==> src/rtl/endian_swap_stream.sv <==
// rtl/endian_swap_stream.sv - streaming byte-order converter with main+skid output buffer
// Optional transfer counter is built when ENDIAN_SWAP_CNT_EN is defined.
module endian_swap_stream #(
   parameter int DATA_W = 32,
   parameter int CNT_W  = 16
) (
   input  logic              clk,
   input  logic              rst_n,
   input  logic              in_valid,
   output logic              in_ready,
   input  logic [DATA_W-1:0] in_data,
   input  logic [1:0]        in_mode,
   output logic              out_valid,
   input  logic              out_ready,
   output logic [DATA_W-1:0] out_data
`ifdef ENDIAN_SWAP_CNT_EN
   ,
   input  logic              cnt_clr,
   output logic [CNT_W-1:0]  xfer_cnt
`endif
);

   localparam int B = DATA_W / 8;
   localparam int H = DATA_W / 16;

   if ((DATA_W % 16) != 0 || DATA_W < 16 || CNT_W < 1) begin : g_param_check
      $error("endian_swap_stream: DATA_W must be a multiple of 16 (>=16) and CNT_W >= 1");
   end

   logic [DATA_W-1:0] swapped;
   logic [DATA_W-1:0] skid_data;
   logic              accept;

   assign accept = in_valid && in_ready;

   always_comb begin
      swapped = in_data;
      case (in_mode)
         2'b01: begin
            for (int n = 0; n < B; n++)
               swapped[8*n +: 8] = in_data[8*(B-1-n) +: 8];
         end
         2'b10: begin
            for (int n = 0; n < H; n++)
               swapped[16*n +: 16] = in_data[16*(H-1-n) +: 16];
         end
         2'b11: begin
            for (int n = 0; n < H; n++) begin
               swapped[16*n     +: 8] = in_data[16*n + 8 +: 8];
               swapped[16*n + 8 +: 8] = in_data[16*n     +: 8];
            end
         end
         default: swapped = in_data;
      endcase
   end

   // in_ready doubles as the "skid empty" flag, so it never depends on out_ready combinationally.
   always_ff @(posedge clk or negedge rst_n) begin
      if (!rst_n) begin
         out_valid <= 1'b0;
         out_data  <= '0;
         skid_data <= '0;
         in_ready  <= 1'b1;
      end else begin
         if (!out_valid || out_ready) begin
            if (!in_ready) begin
               out_data  <= skid_data;
               out_valid <= 1'b1;
               in_ready  <= 1'b1;
            end else if (accept) begin
               out_data  <= swapped;
               out_valid <= 1'b1;
            end else begin
               out_valid <= 1'b0;
            end
         end else if (accept) begin
            skid_data <= swapped;
            in_ready  <= 1'b0;
         end
      end
   end

`ifdef ENDIAN_SWAP_CNT_EN
   always_ff @(posedge clk or negedge rst_n) begin
      if (!rst_n)
         xfer_cnt <= '0;
      else if (cnt_clr)
         xfer_cnt <= '0;
      else if (out_valid && out_ready)
         xfer_cnt <= xfer_cnt + 1'b1;
   end
`endif

endmodule

==> config.mk <==
export PLATFORM = sky130hd
export DESIGN_NAME = endian_swap_stream
export DESIGN_NICKNAME = d
export VERILOG_FILES = /design/src/rtl/endian_swap_stream.sv
export SDC_FILE = /design/constraint.sdc
export NUM_CORES = 1
export LEC_CHECK = 0
export CAP_MARGIN = 0
export CELL_PAD_IN_SITES_DETAIL_PLACEMENT = 0
export CELL_PAD_IN_SITES_GLOBAL_PLACEMENT = 1
export CORE_MARGIN = 2
export CORE_UTILIZATION = 45
export CTS_CLUSTER_DIAMETER = 200
export DETAILED_ROUTE_END_ITERATION = 10
export MAX_ROUTING_LAYER = met4
export PLACE_DENSITY_LB_ADDON = 0.2
export SYNTH_ARGS = -nofsm -noshare
export SYNTH_HDL_FRONTEND = slang
export SYNTH_SLANG_ARGS = --single-unit
==> constraint.sdc <==
create_clock -name clk -period 3.8 [get_ports clk]
set_input_delay 0.95 -clock clk [delete_from_list [all_inputs] [get_ports clk]]
set_output_delay 0.95 -clock clk [all_outputs]
set_load 0.02 [all_outputs]
==> metrics.txt, run 1 <==
max-slew violation count=0; Hold-fix buffers, CTS=0; worst slew pin tran=865 ps; CTS Sinks=66; row count=33; share of layout cells above drive strength 1=0.205; dpl cell area=4500 um2; Hold Path Sink=skid_data[27]$_DFFE_PN0P_; slew margin rel.=0.422; vias per cell=5.67; most frequent cells in the layout=clkdlybuf4s50_1, dfrtp_1, mux2i_1; post-route minimum period=2700 ps; Initial Util=0.461; core area=8180 um2; Final #Nets=404; die area=9130 um2; GP Congestion=0.745; commonest non-fill, non-tap cell in the layout=clkdlybuf4s50_1; Worst Setup End Kind=register; Worst EP required=4030 ps; hold path cells=2; DR iter-0 viols=79; Crit Path Class=primary input to register; Avg Inst Size Synth=12.4 um2; overall via count from detail_route=2698; Gates resized, CTS repair=0; Max VDD drop=296 uV; post-route cell area=4750 um2; Post-CTS Repair Setup Buffers=0; Port Buffer Count=71; RSZ-0062 raised after global routing=false; status=finished, final reports clean; CTS tree=done; # DRC=0; IO Pins=72; largest net degree at the start of global routing=67; FF-to-FF path depth=3; total CTS buffers=9; Die H=95.6 um; Root Driver=clkbuf_8; overall routing resource usage=0.212; worst skew pair latency=340 ps; Die X=95.6 um; MaxCap Viol Count=0; TNS Setup=0 ps; vias in the first global route=2662; Cell Pwr Density=509 nW/um2; HP Start=skid_data[27]$_DFFE_PN0P_; initial antenna violation count=0; CTS clk-pin slew, worst paths=80 ps; Reg2Reg Setup Slack=1580 ps; P_leak=2.05 nW; post-DR wirelength/cell=18.2 um; Mapped Nets=342; Tcrit/Tclk final=0.710; grt ovf=0; achievable frequency=371 MHz; Max clock buf depth=2; FF-to-FF Start=in_ready$_DFFE_PN1P_; # setup viols final=0; synth warn=0; Layout area overhead=25.9%; Critical R2R Capture=out_data[15]$_DFFE_PN0P_; CTS HTree Levels=3; Max Clock Skew=11.6 ps; worst hold slack=486 ps; DRT antenna net count=0; ANT cells=0; Final Power=2.42 mW; First-pass DRT Iterations=4; unique cell type count in the Yosys netlist=24; Worst Path Max Fanout=14; first-pass GRT wire length=14100 um; startpoint types=primary input; FF+latch count, synth=66; worst hold path type=register to register; cell area after synthesis=3770 um2; Final Hold Viols=0; part of the Yosys area used for sequential elements=0.438; synthesized instance count=304; final WL=8640 um; Crit path arrival time=2930 ps; DP HPWL=5670 um
==> report_power, final <==
part           total [mW]  internal (mW)  switching [mW]
registers           0.971          0.871           0.100
clock network       0.735          0.455           0.280
logic               0.710          0.365           0.345
total                2.42           1.69           0.726
==> worst max-delay path: stages <==
cell and delay [ps]:
clkdlybuf4s50_1 460, nand2b_1 380, nand3_1 710, o221ai_1 420
==> metrics by stage <==
| stage | worst slack [ps] | util | cells |
|---|---|---|---|
| floorplan | 1690 | - | 304 |
| global placement | 769 | 0.550 | 460 |
| detailed placement | 713 | 0.550 | 460 |
| CTS | 1080 | 0.581 | 476 |
| global route | 899 | 0.581 | 476 |
| finish | 1100 | 0.581 | 476 |
==> synthesized netlist by cell type <==
| cell | instances | share of area |
|---|---|---|
| dfrtp_1 | 65 | 0.43 |
| buf_8 | 2 | 0.0080 |
| dfstp_2 | 1 | 0.0070 |
| buf_4 | 1 | 0.0020 |
| a21oi_1 | 36 | 0.048 |
| nand2b_1 | 4 | 0.0066 |
| nand3b_1 | 14 | 0.028 |
| buf_6 | 4 | 0.012 |
| nand2_1 | 14 | 0.014 |
| mux2_2 | 32 | 0.096 |
| mux4_2 | 9 | 0.054 |
| o221ai_1 | 8 | 0.019 |
| mux4_1 | 9 | 0.063 |
| mux2i_1 | 46 | 0.12 |
| buf_12 | 1 | 0.0053 |
| o221ai_2 | 6 | 0.024 |
| clkbuf_1 | 10 | 0.010 |
| nand3_1 | 1 | 0.0013 |
| nand4b_1 | 1 | 0.0023 |
| buf_1 | 1 | 0.00099 |
| buf_2 | 10 | 0.013 |
| inv_1 | 14 | 0.014 |
| and2_1 | 1 | 0.0017 |
| o21ai_1 | 14 | 0.019 |
==> state kept, by name, indices dropped and copies added, names as in the netlist <==
| register | cells |
|---|---|
| out_valid | 1 |
| in_ready | 1 |
| out_data | 32 |
| skid_data | 32 |
==> cells by family after synthesis <==
group / synth area share
muxes: 0.334
and+or+nand+nor: 0.0537
DFF: 0.438
buffers and inverters: 0.0653
AOI/OAI and AO/OA: 0.109
==> cell type report <==
cell class / count / area (um2)
clock buffer: 10 / 138
multi-input combinational: 195 / 1870
timing repair buffer: 80 / 788
tap: 105 / 131
inverter: 14 / 52.6
clock inverter: 6 / 114
sequential: 66 / 1650
fill: 674 / 3430
==> per-layer routing <==
layer	GRT usage	vias up	routed length, um
li1	-	1269	-
met1	0.291	1368	4110
met2	0.323	54	4100
met3	0.0348	7	341
met4	0.0679	0	85
met5	-	-	0
==> worst max path at each step <==
stage                     depth (start not counted)  slack (ps)       start                   endpoint
after CTS                                         4        1080   out_ready   out_data[21]$_DFFE_PN0P_
final                                             4        1100   out_ready   out_data[15]$_DFFE_PN0P_
after global placement                            4         770   out_ready   out_data[21]$_DFFE_PN0P_
after global routing                              4         900   out_ready   out_data[27]$_DFFE_PN0P_
after floorplan                                   4        1690  in_mode[0]  skid_data[14]$_DFFE_PN0P_
after detailed placement                          4         710   out_ready   out_data[21]$_DFFE_PN0P_
Note: power is estimated with default switching activity, not from simulation.
==> run 2, diff against run 1 <==
--- a/config.mk
+++ b/config.mk
@@ -9,7 +9,7 @@
 export CELL_PAD_IN_SITES_DETAIL_PLACEMENT = 0
 export CELL_PAD_IN_SITES_GLOBAL_PLACEMENT = 1
 export CORE_MARGIN = 2
-export CORE_UTILIZATION = 45
+export CORE_UTILIZATION = 42
 export CTS_CLUSTER_DIAMETER = 200
 export DETAILED_ROUTE_END_ITERATION = 10
 export MAX_ROUTING_LAYER = met4
==> constraint.sdc (replaced) <==
create_clock -name clk -period 2.6 [get_ports clk]
set_input_delay 0.65 -clock clk [delete_from_list [all_inputs] [get_ports clk]]
set_output_delay 0.65 -clock clk [all_outputs]
set_load 0.02 [all_outputs]
==> run 2 against run 1 <==
Net effect:
- worst setup slack got worse by 630 ps
- power increased by 42%
- sequential share of layout area decreased by 0.51 points
- clock power increased by 29%
- critical path depth decreased by 3
- largest cell class unchanged
==> metrics.txt, run 2 (synthesis results as in run 1) <==
Seq pwr share=0.414 (+0.012); Die X=98.8 um (+3.4%); vias in the first global route=2784 (+4.6%); DRT antenna net count=0 (unchanged); Worst EP required=1950 ps (-2080 ps); core area=8720 um2 (+6.7%); Crit-path slowest cell=clkdlybuf4s50_1; Tcrit/Tclk final=0.817; Worst Setup End Kind=primary output; post-route cell area=4820 um2 (+1.5%); commonest non-fill, non-tap cell in the layout=clkdlybuf4s50_1; Final Hold Viols=0 (unchanged); CTS clk-pin slew, worst paths=80 ps (about the same); pre-CTS worst setup slack=256 ps (-457 ps); Net Sw Frac=0.310 (+0.00990); slew margin rel.=0.601 (+0.179); final setup margin=476 ps (-626 ps); vias per cell=5.58 (-1.6%); placed cell count=474 (+3.0%); initial antenna violation count=0 (unchanged); achievable frequency=471 MHz; Max clock buf depth=2 (unchanged); worst hold path type=primary input to async pin; worst slew pin tran=598 ps (-266 ps); Layout area overhead=27.8%; CTS HTree Levels=3 (unchanged); DP HPWL=5920 um (+4.3%); Finished Layout Cells=490 (+2.9%); Fill cells=764 (+13%); Gates resized, CTS repair=0 (unchanged); routed wl met3=332 um (-2.6%); Int Pwr=2.36 mW (+40%); IO Pins=72 (unchanged); M1 WL=4100 um (-0.15%); MaxCap Viol Count=0 (unchanged); # DRC=0 (unchanged); ANT cells=0 (unchanged); overall routing resource usage=0.200 (-0.0120); Post-CTS Repair Setup Buffers=0 (unchanged); worst skew pair latency=350 ps (about the same); most frequent cells in the layout=clkdlybuf4s50_1, dfrtp_1, mux2i_1; dpl cell area=4600 um2 (+2.3%); First-pass DRT Iterations=4 (unchanged); final WL=8920 um (+3.3%); cell family with most CP delay=buffers and inverters; Cell Pwr Density=710 nW/um2 (+40%); net switching power=1.06 mW (+46%); max-slew violation count=0 (unchanged); total CTS buffers=9 (unchanged); Hold-fix buffers, CTS=0 (unchanged); CTS Sinks=66 (unchanged); Largest regs=out_data (32), skid_data (32); Critical Path Max Stage Delay=590 ps (-120 ps); met2 wire len=4410 um (+7.5%); CTS tree=done; # setup viols final=0 (unchanged); Initial Util=0.433 (-0.0289); first-pass GRT wire length=14700 um (+4.7%); Final Power=3.42 mW (+42%); top layer in use=met4; grt ovf=0 (unchanged); clock share of power=0.276 (-0.028); Root Driver=clkbuf_8; DR iter-0 viols=112 (+42%); row count=34 (+3.0%); die area=9760 um2 (+6.8%); Max Clock Skew=9.82 ps (-1.81 ps); WP buf/inv=1 (unchanged); Reg2Reg Setup Slack=750 ps (-830 ps); Critical Path, Cell by Cell=clkdlybuf4s50_1; flip-flop and latch area=1650 um2 (unchanged); status=finished, final reports clean; Crit Path Class=register to primary output; Critical R2R Capture=skid_data[19]$_DFFE_PN0P_; Die H=98.8 um (+3.4%); share of layout cells above drive strength 1=0.225 (+0.0203); largest net degree at the start of global routing=67 (unchanged); Max VDD drop=321 uV (+8.5%); combinational power share=0.309 (+0.015); Crit path arrival time=1470 ps (-1460 ps); Port Buffer Count=71 (unchanged); FF-to-FF Start=in_ready$_DFFE_PN1P_; GP Congestion=0.763 (+2.4%); TNS Setup=0 ps (unchanged); post-route minimum period=2120 ps; startpoint types=register; P_leak=2.10 nW (+2.1%); Worst Path Max Fanout=2 (-12); overall via count from detail_route=2732 (+1.3%); Final #Nets=415 (+2.7%); post-DR wirelength/cell=18.2 um (+0.31%); RSZ-0062 raised after global routing=false; FF-to-FF path depth=6 (+3); area taken by multi-input logic gates=1870 um2 (unchanged)
[run 2: cell types whose count changed in the layout (fill, tap and decap cells not counted)]
cell,delta
clkdlybuf4s50_1,+1
buf_4,+10
buf_2,-1
bufinv_16,-1
buf_12,+1
clkbuf_8,-1
clkinv_2,+2
[run 2: worst max path at each step]
stage                               startpoint                        end  slack [ps]  cells after the start
after CTS                 in_ready$_DFFE_PN1P_                   in_ready         450                      1
after global routing      in_ready$_DFFE_PN1P_                   in_ready         410                      1
after global placement              in_mode[1]   skid_data[4]$_DFFE_PN0P_         280                      4
after floorplan                     in_mode[0]  skid_data[14]$_DFFE_PN0P_         790                      4
final                     in_ready$_DFFE_PN1P_                   in_ready         480                      1
after detailed placement            in_mode[1]   skid_data[4]$_DFFE_PN0P_         260                      4
[run 2: worst reg2reg max path, cell delays in order (launching register included)]
cell and delay [ps]:
dfstp_2 540, buf_4 440, nand4b_1 200, buf_4 250, buf_4 190, nand2_1 60, o21ai_1 60
[run 2: power by group through the flow]
stage	clock, mW	sequential [mW]	combinational (mW)
after floorplan	0	1.54	0.486
after CTS	0.981	1.42	1.07
after global routing	1.02	1.45	1.14
after global placement	0	1.43	1.05
final	0.946	1.42	1.06
after detailed placement	0	1.44	1.07
[run 2: metrics by stage]
stage | hold WS, ps | util
2_1_floorplan | 354 | -
3_3_place_gp | 469 | 0.528
3_5_place_dp | 479 | 0.528
4_1_cts | 313 | 0.553
5_1_grt | 316 | 0.553
6_report | 303 | 0.553
[run 2: layout make-up]
cell class,instances,share of cell area
Timing Repair Buffer,91,0.184
Inverter,14,0.0109
Multi-Input combinational cell,195,0.389
Clock buffer,9,0.0257
Tap cell,108,0.0280
Sequential cell,66,0.343
Clock inverter,7,0.0195
[run 2: per-layer routing]
layer	GRT usage	vias up
met5	-	-
met2	0.321	59
met3	0.0496	8
met4	0.0474	0
li1	-	1289
met1	0.257	1376
